### config.mk
export PLATFORM = sky130hd
export DESIGN_NAME = sseg_scan_decoder
export DESIGN_NICKNAME = d
export VERILOG_FILES = /design/src/rtl/sseg_scan_decoder.sv
export SDC_FILE = /design/constraint.sdc
export NUM_CORES = 1
export LEC_CHECK = 0
export ABC_AREA = 1
export ABC_CLOCK_PERIOD_IN_PS = 5750
export BUFFER_PORTS_ARGS = -buffer_cell sky130_fd_sc_hd__buf_4
export CORE_MARGIN = 2
export CORE_UTILIZATION = 61
export CTS_BUF_LIST = sky130_fd_sc_hd__clkbuf_16
export DETAILED_ROUTE_END_ITERATION = 8
export PLACE_DENSITY_LB_ADDON = 0.08
export SYNTH_ARGS = -nofsm -noshare
export SYNTH_HDL_FRONTEND = slang
export SYNTH_SLANG_ARGS = --single-unit
### constraint.sdc
create_clock -name clk_amisha -period 5.75 [get_ports clk_amisha]
set_clock_uncertainty 0.2 [all_clocks]
set_input_delay 1.15 -clock clk_amisha [delete_from_list [all_inputs] [get_ports clk_amisha]]
set_output_delay 1.15 -clock clk_amisha [all_outputs]
set_load 0.1 [all_outputs]
### src/rtl/sseg_scan_decoder.sv
// Receive side of a multiplexed 7-segment bus: samples the anode/segment bus, debounces
// each digit dwell and decodes the segment patterns back into digit codes and decimal points.
module sseg_scan_decoder #(
  parameter int unsigned STABLE_CNT = 4,
  parameter int unsigned TIMEOUT    = 1024
) (
  input  logic        clk_amisha,
  input  logic        reset_amisha,
  input  logic [3:0]  an_amisha,
  input  logic [7:0]  sseg_amisha,
  output logic [15:0] digit_val_amisha,
  output logic [7:0]  digit_cls_amisha,
  output logic [3:0]  dp_amisha,
  output logic        frame_tick_amisha,
  output logic        stale_amisha,
  output logic        err_amisha
);

  localparam int unsigned TW    = (TIMEOUT > 1) ? $clog2(TIMEOUT) : 1;
  localparam logic [3:0]  SC    = 4'(STABLE_CNT);
  localparam logic [TW-1:0] TLAST = TW'(TIMEOUT - 1);

  typedef enum logic [1:0] {
    ClsHex     = 2'd0,
    ClsMinus   = 2'd1,
    ClsBlank   = 2'd2,
    ClsInvalid = 2'd3
  } cls_e;

  typedef enum logic {
    StCollect,
    StTick
  } state_e;

  logic [11:0]   r_s;
  logic [11:0]   r_p1;
  logic [3:0]    r_cnt;
  logic [3:0]    w_cnt_d;
  logic          r_hit;
  logic [3:0]    w_an;
  logic [7:0]    w_seg;
  logic [1:0]    w_idx;
  logic          w_onehot;
  logic          w_multi;
  cls_e          w_cls;
  logic [3:0]    w_val;
  logic          w_cap;
  logic          w_err_set;
  logic [3:0]    w_bit;
  logic [3:0]    w_mask_or;
  state_e        r_state;
  state_e        w_state_d;
  logic [3:0]    r_mask;
  logic [3:0]    w_mask_d;
  logic [15:0]   r_val;
  logic [7:0]    r_cls;
  logic [3:0]    r_dp;
  logic          r_err;
  logic          r_stale;
  logic [TW-1:0] r_tcnt;
  logic          w_tick;

  // Idle value is a blanking gap so a bus held through reset still needs a full dwell.
  always_ff @(posedge clk_amisha) begin
    if (reset_amisha) begin
      r_s   <= 12'hFFF;
      r_p1  <= 12'hFFF;
      r_cnt <= 4'd0;
      r_hit <= 1'b0;
    end else begin
      r_s   <= {an_amisha, sseg_amisha};
      r_p1  <= r_s;
      r_cnt <= w_cnt_d;
      r_hit <= (w_cnt_d == SC) && (r_cnt != SC);
    end
  end

  always_comb begin
    w_cnt_d = r_cnt;
    if (r_s != r_p1) begin
      w_cnt_d = 4'd1;
    end else if (r_cnt != SC) begin
      w_cnt_d = r_cnt + 4'd1;
    end
  end

  // r_p1 still holds the settled value in the cycle after the counter saturates.
  assign w_an  = r_p1[11:8];
  assign w_seg = r_p1[7:0];

  always_comb begin
    w_idx    = 2'd0;
    w_onehot = 1'b0;
    w_multi  = 1'b0;
    unique case (w_an)
      4'b1110: begin w_idx = 2'd0; w_onehot = 1'b1; end
      4'b1101: begin w_idx = 2'd1; w_onehot = 1'b1; end
      4'b1011: begin w_idx = 2'd2; w_onehot = 1'b1; end
      4'b0111: begin w_idx = 2'd3; w_onehot = 1'b1; end
      4'b1111: ;
      default: w_multi = 1'b1;
    endcase
  end

  always_comb begin
    w_cls = ClsHex;
    w_val = 4'h0;
    unique case (w_seg[6:0])
      7'b0000001: w_val = 4'h0;
      7'b1001111: w_val = 4'h1;
      7'b0010010: w_val = 4'h2;
      7'b0000110: w_val = 4'h3;
      7'b1001100: w_val = 4'h4;
      7'b0100100: w_val = 4'h5;
      7'b0100000: w_val = 4'h6;
      7'b0001111: w_val = 4'h7;
      7'b0000000: w_val = 4'h8;
      7'b0000100: w_val = 4'h9;
      7'b0001000: w_val = 4'hA;
      7'b1100000: w_val = 4'hB;
      7'b0110001: w_val = 4'hC;
      7'b1000010: w_val = 4'hD;
      7'b0110000: w_val = 4'hE;
      7'b0111000: w_val = 4'hF;
      7'b1111110: w_cls = ClsMinus;
      7'b1111111: w_cls = ClsBlank;
      default:    w_cls = ClsInvalid;
    endcase
  end

  assign w_cap     = r_hit && w_onehot;
  assign w_err_set = r_hit && w_multi;
  assign w_bit     = 4'b0001 << w_idx;
  assign w_mask_or = r_mask | w_bit;
  assign w_tick    = (r_state == StTick);

  always_ff @(posedge clk_amisha) begin
    if (reset_amisha) begin
      r_state <= StCollect;
      r_mask  <= 4'h0;
    end else begin
      r_state <= w_state_d;
      r_mask  <= w_mask_d;
    end
  end

  always_comb begin
    w_state_d = r_state;
    w_mask_d  = r_mask;
    unique case (r_state)
      StCollect: begin
        if (w_cap) begin
          w_mask_d = w_mask_or;
          if (w_mask_or == 4'hF) begin
            w_state_d = StTick;
          end
        end
      end
      StTick: begin
        // A capture landing in the tick cycle seeds the next frame.
        w_mask_d  = w_cap ? w_bit : 4'h0;
        w_state_d = StCollect;
      end
      default: w_state_d = StCollect;
    endcase
  end

  always_ff @(posedge clk_amisha) begin
    if (reset_amisha) begin
      r_val <= 16'h0000;
      r_cls <= 8'hAA;
      r_dp  <= 4'h0;
      r_err <= 1'b0;
    end else begin
      if (w_cap) begin
        r_val[{w_idx, 2'b00} +: 4] <= w_val;
        r_cls[{w_idx, 1'b0} +: 2]  <= w_cls;
        r_dp[w_idx]                <= ~w_seg[7];
      end
      if (w_err_set) begin
        r_err <= 1'b1;
      end
    end
  end

  always_ff @(posedge clk_amisha) begin
    if (reset_amisha) begin
      r_tcnt  <= '0;
      r_stale <= 1'b0;
    end else if (w_tick) begin
      r_tcnt  <= '0;
      r_stale <= 1'b0;
    end else if (r_tcnt == TLAST) begin
      r_stale <= 1'b1;
    end else begin
      r_tcnt <= r_tcnt + TW'(1);
    end
  end

  assign digit_val_amisha  = r_val;
  assign digit_cls_amisha  = r_cls;
  assign dp_amisha         = r_dp;
  assign frame_tick_amisha = w_tick;
  assign stale_amisha      = r_stale;
  assign err_amisha        = r_err;

endmodule

==> metrics.txt <==
Yosys top cell area share=45.24%; CP Cell Sequence=nand2_1, nor3b_1, a31o_2, inv_1, ha_1, inv_1, nor3_4, nand3_1, a21oi_1; reg2reg start=r_p1[8]; WL per Instance=12.15 um; multi-input logic area=1583 sq um; Slowest cell on crit path=ha_1; Reg area=1481 sq um; Syn Inst Count=432; hold crit path type=reg2reg; largest family of logic cells by synthesized area=simple AND/OR/NAND/NOR gates; Initial Utilization=63.70%; Num CTS Buffers=9; TritonRoute pass-1 iters=5; Post-synth EDFFs=0; Setup Buffers After CTS=0; Post-Syn Area per Cell=7.580 sq um; register area share after synthesis=45.24%; ANT cells=0; LEAKAGE=1.776 nW; most frequent CP cell=inv_1; Die X=77.27 um; Placed Cells incl. Taps=536; initial antenna violation count=0; I/O Buffers=44; first-pass GRT wire length=11520 um; fraction of registers with async set/reset=0%; ANT nets after route=0; Crit. End Element=flop; Pwr Density=about 300 nW/um^2; mux contribution to synthesized area=0%; period utilization=~45%; Synth area leader=dfxtp_1; final hold viol count=0; row count=26; count of cell types in the netlist=33; H-tree level count=3; fin crit period=~2600 ps; Clock Tree Buf Depth=2; largest net degree at the start of global routing=55; TritonCTS Sinks=74; Reg clk slew, reported paths=about 50 ps; Synth top cells by count=117 x nand2_1, 74 x dfxtp_1, 40 x inv_1, 35 x nor2_1, 32 x a21oi_1; VDD IR max=0.2282 mV; yosys warns=0; CTS root buffer=clkbuf_16; non-filler instance count after layout=around 550; CP peak stage delay=approximately 440 ps; vias in the first global route=roughly 2.7k; Clk Latency, worst-skew pair=330 ps; Reg2Reg Depth=9; top-count cell post-synth=nand2_1; CP required=between 5000 and 6000 ps; max-slew violation count=0; Seq cells post-synth=74; FMAX=between 0.3 and 0.4 GHz; area fraction in compound gates after synthesis=under 10%; DR vias=2845; crit path DAT=2640 ps; outcome=complete, no violations; peak fanout along the critical path=11; Boundary Pins=45; Post-Synth Simple-Gate Area=about a third; critical path class=reg2reg; DIE HEIGHT=77.27 um; Via density=5.154; hold_sp=r_s[6]; TritonCTS clock tree=done; WL final=6706 um; NumNets Final=501; Max-slew headroom=58.48%; cts repair resizes=0; Post-Synth XOR/XNOR Area=2.942%; maxcap violations=0; Synth Area in Adders=between 3 and 4%; fill count=409; DRC viols=0; final setup fails=0; post-layout util=between 70% and 80%; gr usage total=24.18%; top area cells in the synthesized netlist=dfxtp_1 45%, nand2_1 13%, a21oi_1 4.9%, inv_1 4.6%, nor2_1 4.0%; CP Launch Type=flop; # hold bufs at CTS=0; GP Congestion=0.9085; hold slack=241.1 ps; syn nets=456; Setup TNS Final=0 ps; ys flop type=dfxtp_1; RSZ-0062 raised after global routing=no; die area=5970 sq um; Core ar.=5140 sq um; Netlist Area Pre-Place=3274 sq um; Worst R2R Setup Slack=3160 ps; Layout area overhead=20.71%; Detailed Route Iter0 Violations=212; fraction of layout cells with a size suffix above 1=18.46%; Reg-to-Reg End=digit_val_amisha[11]; placed wire-length estimate=4757 um; Worst-Margin Slew=620.5 ps; Crit. Startpoint=r_p1[8]; Overflow after GRT=0; crit path capture=digit_val_amisha[11]; Power Total=about 1.2 mW
-- cell families after synthesis --
logic type	Yosys count
flip-flops	74
AO/OA/AOI/OAI	53
AND/OR/NAND/NOR	231
XOR/XNOR	11
adder cells (fa/ha/maj)	10
buffers and inverters	53
-- how the worst min path moves through the flow --
stage / cells past startpoint / slack [ps] / endpoint
5_1_grt: 2 / 270 / r_p1[5]
3_3_place_gp: 2 / 230 / r_p1[5]
2_1_floorplan: 2 / 220 / r_p1[0]
6_report: 2 / 240 / r_p1[6]
4_1_cts: 2 / 240 / r_p1[6]
3_5_place_dp: 2 / 230 / r_p1[6]
-- sequential cells by signal, indices dropped and copies added (netlist names), 4 cells and up --
signal and cells:
r_s 12, r_mask 4, r_tcnt 10, digit_cls_amisha 8, dp_amisha 4, digit_val_amisha 16
r_p1 12, r_cnt 4
-- metrics by stage --
step,setup slack (ps),area [sq um]
2_1_floorplan,3475,3274
3_3_place_gp,3084,3643
3_5_place_dp,3051,3643
4_1_cts,3167,3953
5_1_grt,2925,3953
6_report,3163,3953
-- placed cells by master, fill, tap and decap left out --
cell / netlist / final
o21a_1: 2 / 2
o21bai_1: 1 / 1
nand4_1: 14 / 14
bufinv_16: 0 / 2
a22oi_1: 1 / 1
nand3_2: 1 / 1
xor2_1: 6 / 6
ha_1: 10 / 10
o221ai_1: 1 / 1
inv_1: 40 / 40
nand2_4: 1 / 1
nor3_1: 7 / 7
nand2_2: 3 / 3
inv_2: 1 / 1
o22ai_1: 1 / 1
dfxtp_1: 74 / 74
a211oi_1: 1 / 1
xnor2_1: 5 / 5
nor2_4: 3 / 3
a21oi_1: 32 / 32
or2_2: 20 / 20
nand2_1: 117 / 117
clkinv_1: 2 / 5
nor3_4: 2 / 2
clkinvlp_4: 0 / 1
nor2_1: 35 / 35
buf_4: 1 / 44
a31o_2: 1 / 1
nand3_1: 24 / 24
clkbuf_16: 0 / 9
a31oi_1: 2 / 2
nor4_1: 2 / 2
clkinv_2: 0 / 1
nor3b_1: 2 / 2
o21ai_0: 11 / 11
-- final cells by class --
class / instances / area share, %
Clock inverter: 7 / 2.121
Timing Repair Buffer: 44 / 8.357
Clock buffer: 9 / 5.698
Sequential cell: 74 / 37.48
Tap cell: 70 / 2.216
Inverter: 43 / 4.084
Multi-Input combinational cell: 305 / 40.04
-- metal layers --
metal | wire length (um) | vias to the layer above | track usage, %
li1 | - | 1476 | -
met1 | 2928 | 1299 | 28.54
met2 | 3422 | 60 | 41.48
met3 | 278 | 10 | 8.118
met4 | 76 | 0 | 7.321
met5 | 0 | - | 0
-- critical path, delay by kind of cell, from the launching register on --
family | cells | cell delay, ps
and+or+nand+nor | 4 | 720
AOI/OAI and AO/OA | 2 | 450
adders and majority gates | 1 | 440
buffers and inverters | 2 | 330
DFF | 1 | 380
-- power breakdown --
part | total, mW | internal (mW) | switching, mW
logic | 0.0690 | 0.0254 | 0.0436
clock network | 0.574 | 0.374 | 0.200
registers | 0.532 | 0.523 | 0.00858
No activity file was read; power rests on OpenSTA's default activity.
